## src/rtl/const_pkg.sv

```systemverilog
// rtl/const_pkg.sv - shared numeric constants for the memory arbiter
// Purpose: register width and default D-side streak limit.
// Ports: none (package).
package const_pkg;

  localparam int REG_WIDTH        = 32;
  localparam int D_STREAK_MAX_DEF = 4;

endpackage : const_pkg

```

## src/rtl/enums_pkg.sv

```systemverilog
// rtl/enums_pkg.sv - shared enumerations for the memory arbiter
// Purpose: arbiter FSM state type.
// Ports: none (package).
package enums_pkg;

  typedef enum logic [1:0] {
    ARB_IDLE    = 2'd0,
    ARB_SERVE_I = 2'd1,
    ARB_SERVE_D = 2'd2
  } arb_state_e;

endpackage : enums_pkg

```

## src/rtl/mem_arbiter.sv

```systemverilog
// rtl/mem_arbiter.sv - two-requester (fetch I / data D) single-port memory arbiter
// Purpose: grants one of I/D to a shared memory port, D preferred, with a
//          bounded D streak so a waiting I request is not starved.
// Ports:
//   clk, rst_n                        clock, async active-low reset
//   i_req/i_addr -> i_gnt/i_rvalid/i_rdata                fetch requester
//   d_req/d_we/d_addr/d_wdata -> d_gnt/d_rvalid/d_rdata   data requester
//   mem_req/mem_we/mem_addr/mem_wdata, mem_ack/mem_rdata  memory port
//   busy                              high while a transaction is in flight
module mem_arbiter
  import const_pkg::*;
  import enums_pkg::*;
#(
  parameter int ADDR_W       = REG_WIDTH,
  parameter int DATA_W       = REG_WIDTH,
  parameter int D_STREAK_MAX = D_STREAK_MAX_DEF
) (
  input  logic              clk,
  input  logic              rst_n,
  input  logic              i_req,
  input  logic [ADDR_W-1:0] i_addr,
  output logic              i_gnt,
  output logic              i_rvalid,
  output logic [DATA_W-1:0] i_rdata,
  input  logic              d_req,
  input  logic              d_we,
  input  logic [ADDR_W-1:0] d_addr,
  input  logic [DATA_W-1:0] d_wdata,
  output logic              d_gnt,
  output logic              d_rvalid,
  output logic [DATA_W-1:0] d_rdata,
  output logic              mem_req,
  output logic              mem_we,
  output logic [ADDR_W-1:0] mem_addr,
  output logic [DATA_W-1:0] mem_wdata,
  input  logic              mem_ack,
  input  logic [DATA_W-1:0] mem_rdata,
  output logic              busy
);

  localparam int SW = (D_STREAK_MAX < 1) ? 1 : $clog2(D_STREAK_MAX + 1);
  localparam logic [SW-1:0] STREAK_CAP = SW'(D_STREAK_MAX);

  arb_state_e        state_q;
  logic [SW-1:0]     streak_q;
  logic              i_gnt_q, d_gnt_q, i_rvalid_q, d_rvalid_q;
  logic              mem_req_q, mem_we_q, busy_q;
  logic [ADDR_W-1:0] mem_addr_q;
  logic [DATA_W-1:0] mem_wdata_q, i_rdata_q, d_rdata_q;

  // D wins unless I is also waiting and D has used up its streak allowance.
  logic pick_d, pick_i;
  assign pick_d = d_req && !(i_req && (streak_q == STREAK_CAP));
  assign pick_i = i_req && !pick_d;

  always_ff @(posedge clk or negedge rst_n) begin
    if (!rst_n) begin
      state_q     <= ARB_IDLE;
      streak_q    <= '0;
      i_gnt_q     <= 1'b0;
      d_gnt_q     <= 1'b0;
      i_rvalid_q  <= 1'b0;
      d_rvalid_q  <= 1'b0;
      mem_req_q   <= 1'b0;
      mem_we_q    <= 1'b0;
      busy_q      <= 1'b0;
      mem_addr_q  <= '0;
      mem_wdata_q <= '0;
      i_rdata_q   <= '0;
      d_rdata_q   <= '0;
    end else begin
      // Grant and rvalid are single-cycle pulses.
      i_gnt_q    <= 1'b0;
      d_gnt_q    <= 1'b0;
      i_rvalid_q <= 1'b0;
      d_rvalid_q <= 1'b0;
      case (state_q)
        ARB_IDLE: begin
          if (pick_d) begin
            state_q     <= ARB_SERVE_D;
            d_gnt_q     <= 1'b1;
            mem_req_q   <= 1'b1;
            busy_q      <= 1'b1;
            mem_we_q    <= d_we;
            mem_addr_q  <= d_addr;
            mem_wdata_q <= d_wdata;
            // Only D grants that make I wait count toward the streak.
            if (!i_req)
              streak_q <= '0;
            else if (streak_q != STREAK_CAP)
              streak_q <= streak_q + 1'b1;
          end else if (pick_i) begin
            state_q     <= ARB_SERVE_I;
            i_gnt_q     <= 1'b1;
            mem_req_q   <= 1'b1;
            busy_q      <= 1'b1;
            mem_we_q    <= 1'b0;
            mem_addr_q  <= i_addr;
            mem_wdata_q <= '0;
            streak_q    <= '0;
          end
        end
        ARB_SERVE_I, ARB_SERVE_D: begin
          // mem_* fields are left as-is after the ack; mem_req low marks them idle.
          if (mem_ack) begin
            state_q   <= ARB_IDLE;
            mem_req_q <= 1'b0;
            busy_q    <= 1'b0;
            if (state_q == ARB_SERVE_I) begin
              i_rvalid_q <= 1'b1;
              i_rdata_q  <= mem_rdata;
            end else begin
              d_rvalid_q <= 1'b1;
              d_rdata_q  <= mem_rdata;
            end
          end
        end
        default: begin
          state_q   <= ARB_IDLE;
          mem_req_q <= 1'b0;
          busy_q    <= 1'b0;
        end
      endcase
    end
  end

  assign i_gnt     = i_gnt_q;
  assign d_gnt     = d_gnt_q;
  assign i_rvalid  = i_rvalid_q;
  assign d_rvalid  = d_rvalid_q;
  assign i_rdata   = i_rdata_q;
  assign d_rdata   = d_rdata_q;
  assign mem_req   = mem_req_q;
  assign mem_we    = mem_we_q;
  assign mem_addr  = mem_addr_q;
  assign mem_wdata = mem_wdata_q;
  assign busy      = busy_q;

endmodule : mem_arbiter

```

## config.mk

```make
export PLATFORM = sky130hd
export DESIGN_NAME = mem_arbiter
export DESIGN_NICKNAME = d
export VERILOG_FILES = /design/src/rtl/const_pkg.sv /design/src/rtl/enums_pkg.sv /design/src/rtl/mem_arbiter.sv
export SDC_FILE = /design/constraint.sdc
export NUM_CORES = 1
export LEC_CHECK = 0
export BUFFER_PORTS_ARGS = -buffer_cell sky130_fd_sc_hd__buf_2
export CAP_MARGIN = 20
export CORE_MARGIN = 2
export CORE_UTILIZATION = 25
export CTS_CLUSTER_DIAMETER = 60
export DETAILED_ROUTE_END_ITERATION = 12
export SETUP_SLACK_MARGIN = 0.3
export SYNTH_ARGS = -nofsm -noshare
export SYNTH_HDL_FRONTEND = slang
export SYNTH_SLANG_ARGS = --single-unit
```

## constraint.sdc

```tcl
create_clock -name clk -period 1.75 [get_ports clk]
set_input_delay 0.175 -clock clk [delete_from_list [all_inputs] [get_ports clk]]
set_output_delay 0.175 -clock clk [all_outputs]
set_load 0.01 [all_outputs]
```

==> impl_metrics.toml <==
[drt]
dr.first_iter.drc_count = 277
dr_total_vias = 5308
drcViolationCount = 0
totalWireLength_mm = 20.8
avgRoutedWirePerCell_um = 17.2
drt-pass1-iter-count = 5
postRouteAntennaNets = 0
vias_per_cell = 4.39

[pwr]
power_density_nw_per_um2 = 1870
irDropWorstVdd_uv = 607
p_leak_uw = 0.00481

[critical_path]
r2r-end = "d_rdata[24]$_DFFE_PN0P_"
rr_startpoint = "state_q[0]$_DFFE_PN0P_"
cp.required_ns = 2.06
crit_family = "buffers and inverters"
worstSetupPathType = "reg2reg"
cp_max_fo = 6
cpPeakStageDelay_ns = 0.38
cp_cell_sequence = "inv_2, ha_4, nand3b_1, buf_6, buf_16, buf_8, mux2_2"
start_kind = "register"
critPathCaptureType = "register"
critPathLaunch = "state_q[0]$_DFFE_PN0P_"
crit_buf_inv = 4
worst-r2r-cell-count = 7
crit_arrival_ns = 1.91
r2r_slack_ns = 0.15
cp_slowest_cell = "dfrtp_1"

[floorplanning]
die_x_um = 157
num_rows = 56
die_area_um2 = 24700
coreArea_um2 = 23300
ioPinCount = 269
die_h_um = 157
start_util = 0.253

[clock_tree]
clock_latency_ns = 0.42
clock_sinks = 139
clockBufferDepth = 2
cts.clk_slew.worst_paths_ns = 0.07
cts_tree = "done"
cts-root-buf = "clkbuf_16"
numCtsBuffers = 17
h-tree-depth = 4

[sta]
clock.fmax_mhz = 626
slew_violations = 0
fin_crit_sh = 0.913
skew_ns = 0.00827
rsz0062_at_grt = "yes"
min_period_ns = 1.60
slew_headroom = 0.654
tightestPinTransition_ns = 0.516
setup_violations = 0
hold_viol = 0
finalSetupTns_ns = 0

[cells_and_area]
area_delta_synth_final_pct = 66.8
drive_gt1_frac = 0.547
final.fill_count = 2255
nets = 1012
fin_area_um2 = 9800

[synthesis]
synthesis.nets = 642
synth_area_um2 = 5880
yosysSeqAreaShare = 0.592
synth_seq_cells = 139
avgSynthCellArea_um2 = 11.7
synth_cell_types = 31
yosysWarnings = 0
syn_inst = 504

[placement]
placed_cell_area_um2 = 7700
hpwlAfterDp_mm = 11.9
routabilityCongestion = 0.747
portBuffers = 268

[global_route]
grt_pass1_wl_mm = 28.2
grt_util_all_layers = 0.147
grt_antenna_before_repair = 3
grt_pass1_vias = 5217
grt_start_max_net_pins = 72
gr-total-overflow = 0

[job]
maxCapViolCount = 0

[min_path]
min_path_type = "in2reg"
min_to = "d_rdata[0]$_DFFE_PN0P_"
hp-start = "mem_rdata[0]"
holdPathStages = 2

[status]
outcome = "finished, final reports clean"
==> Yosys cell counts (all sizes together) <==
cell,number,share of area
a21o,2,0.0026
a22o,2,0.0030
a32o,1,0.0017
and2,1,0.0011
and3,1,0.0011
buf,23,0.025
clkbuf,16,0.011
dfrtp,139,0.59
ha,4,0.0085
inv,7,0.0045
mux2,64,0.12
nand2,135,0.086
nand2b,1,0.0011
nand3,1,0.0017
nand3b,1,0.0013
nand4,32,0.034
nor2,3,0.0019
nor2b,1,0.0011
o211ai,32,0.066
o21a,1,0.0013
o21ai,34,0.030
o22ai,1,0.0011
o31ai,1,0.0013
o32ai,1,0.0015
==> sequential cells by signal, summed over array words and instances (netlist names), 2 cells and up <==
register	cells
d_rdata	32
mem_addr	32
mem_wdata	32
state_q	2
i_rdata	32
streak_q	3
==> cell usage in the layout, fill, tap and decap left out, types with 4 or more instances in the layout <==
| master | n |
|---|---|
| clkbuf_16 | 28 |
| nand2_2 | 7 |
| o211ai_2 | 29 |
| o21ai_1 | 14 |
| buf_6 | 14 |
| o21ai_0 | 19 |
| inv_2 | 4 |
| mux2_2 | 64 |
| nand2_4 | 13 |
| buf_12 | 12 |
| dfrtp_1 | 139 |
| dlygate4sd3_1 | 64 |
| nand2_1 | 114 |
| buf_2 | 267 |
| nand4_1 | 32 |
| buf_4 | 16 |
==> kinds of logic after synthesis <==
group | Yosys count | synth area share
muxes | 64 | 0.123
and+or+nand+nor | 176 | 0.129
AOI/OAI and AO/OA | 75 | 0.108
buffers and inverters | 46 | 0.0398
DFF | 139 | 0.592
adders and majority gates | 4 | 0.00852
==> worst max-delay path by stage <==
stage | to | cells after the start | slack (ns)
floorplan | d_rdata[10]$_DFFE_PN0P_ | 5 | 0.24
global placement | mem_addr[31]$_DFFE_PN0P_ | 6 | 0.11
detailed placement | mem_addr[31]$_DFFE_PN0P_ | 6 | 0.08
CTS | d_rdata[23]$_DFFE_PN0P_ | 7 | 0.16
global route | d_rdata[29]$_DFFE_PN0P_ | 7 | 0.07
finish | d_rdata[24]$_DFFE_PN0P_ | 7 | 0.15
==> per-stage QoR <==
stage                     hold slack [ns]  setup WS (ns)  instances  power [uW]  utilization
after CTS                        0.000818          0.161       1180       16800        0.395
after detailed placement            0.204         0.0801       1070       12500        0.331
after global routing             0.000767         0.0710       1207       19400        0.421
after global placement              0.207          0.114       1070       12300        0.331
final                              0.0127          0.152       1208       18300        0.421
after floorplan                    -0.121          0.239        504        9500            -
==> power by group <==
part           total, uW  internal, uW  switching, uW
combinational       8840          4400           4430
sequential          5650          4790            859
clock               3800          2330           1470
==> cell type report <==
type / count / area, um^2 / area share
inverter: 7 / 26.3 / 0.00268
tap: 319 / 399 / 0.0407
clock buffer: 19 / 453 / 0.0462
timing repair buffer: 388 / 2870 / 0.293
clock inverter: 13 / 166 / 0.0170
antenna: 2 / 5.00 / 0.000511
multi-input combinational: 321 / 2400 / 0.245
sequential: 139 / 3480 / 0.355
==> layer usage <==
layer / wire length [um] / part of all wire / vias up / global-route usage
li1: - / - / 2505 / -
met3: 1320 / 0.064 / 18 / 0.0487
met4: 244 / 0.012 / 4 / 0.0576
met1: 9080 / 0.44 / 2609 / 0.179
met5: 18 / 0.00087 / - / 0
met2: 10100 / 0.49 / 172 / 0.242
==> repair_timing <==
action / 4_1_cts / 5_1_grt
hold buffers: 64 / 0
cloned: 3 / 20
hold endpoints to repair: 224 / 0
resized for setup: 18 / 50
endpoints found under the setup margin: 98 / 134
pin swaps: 0 / 13
setup buffers: 11 / 6
(Power assumes the default switching activity.)
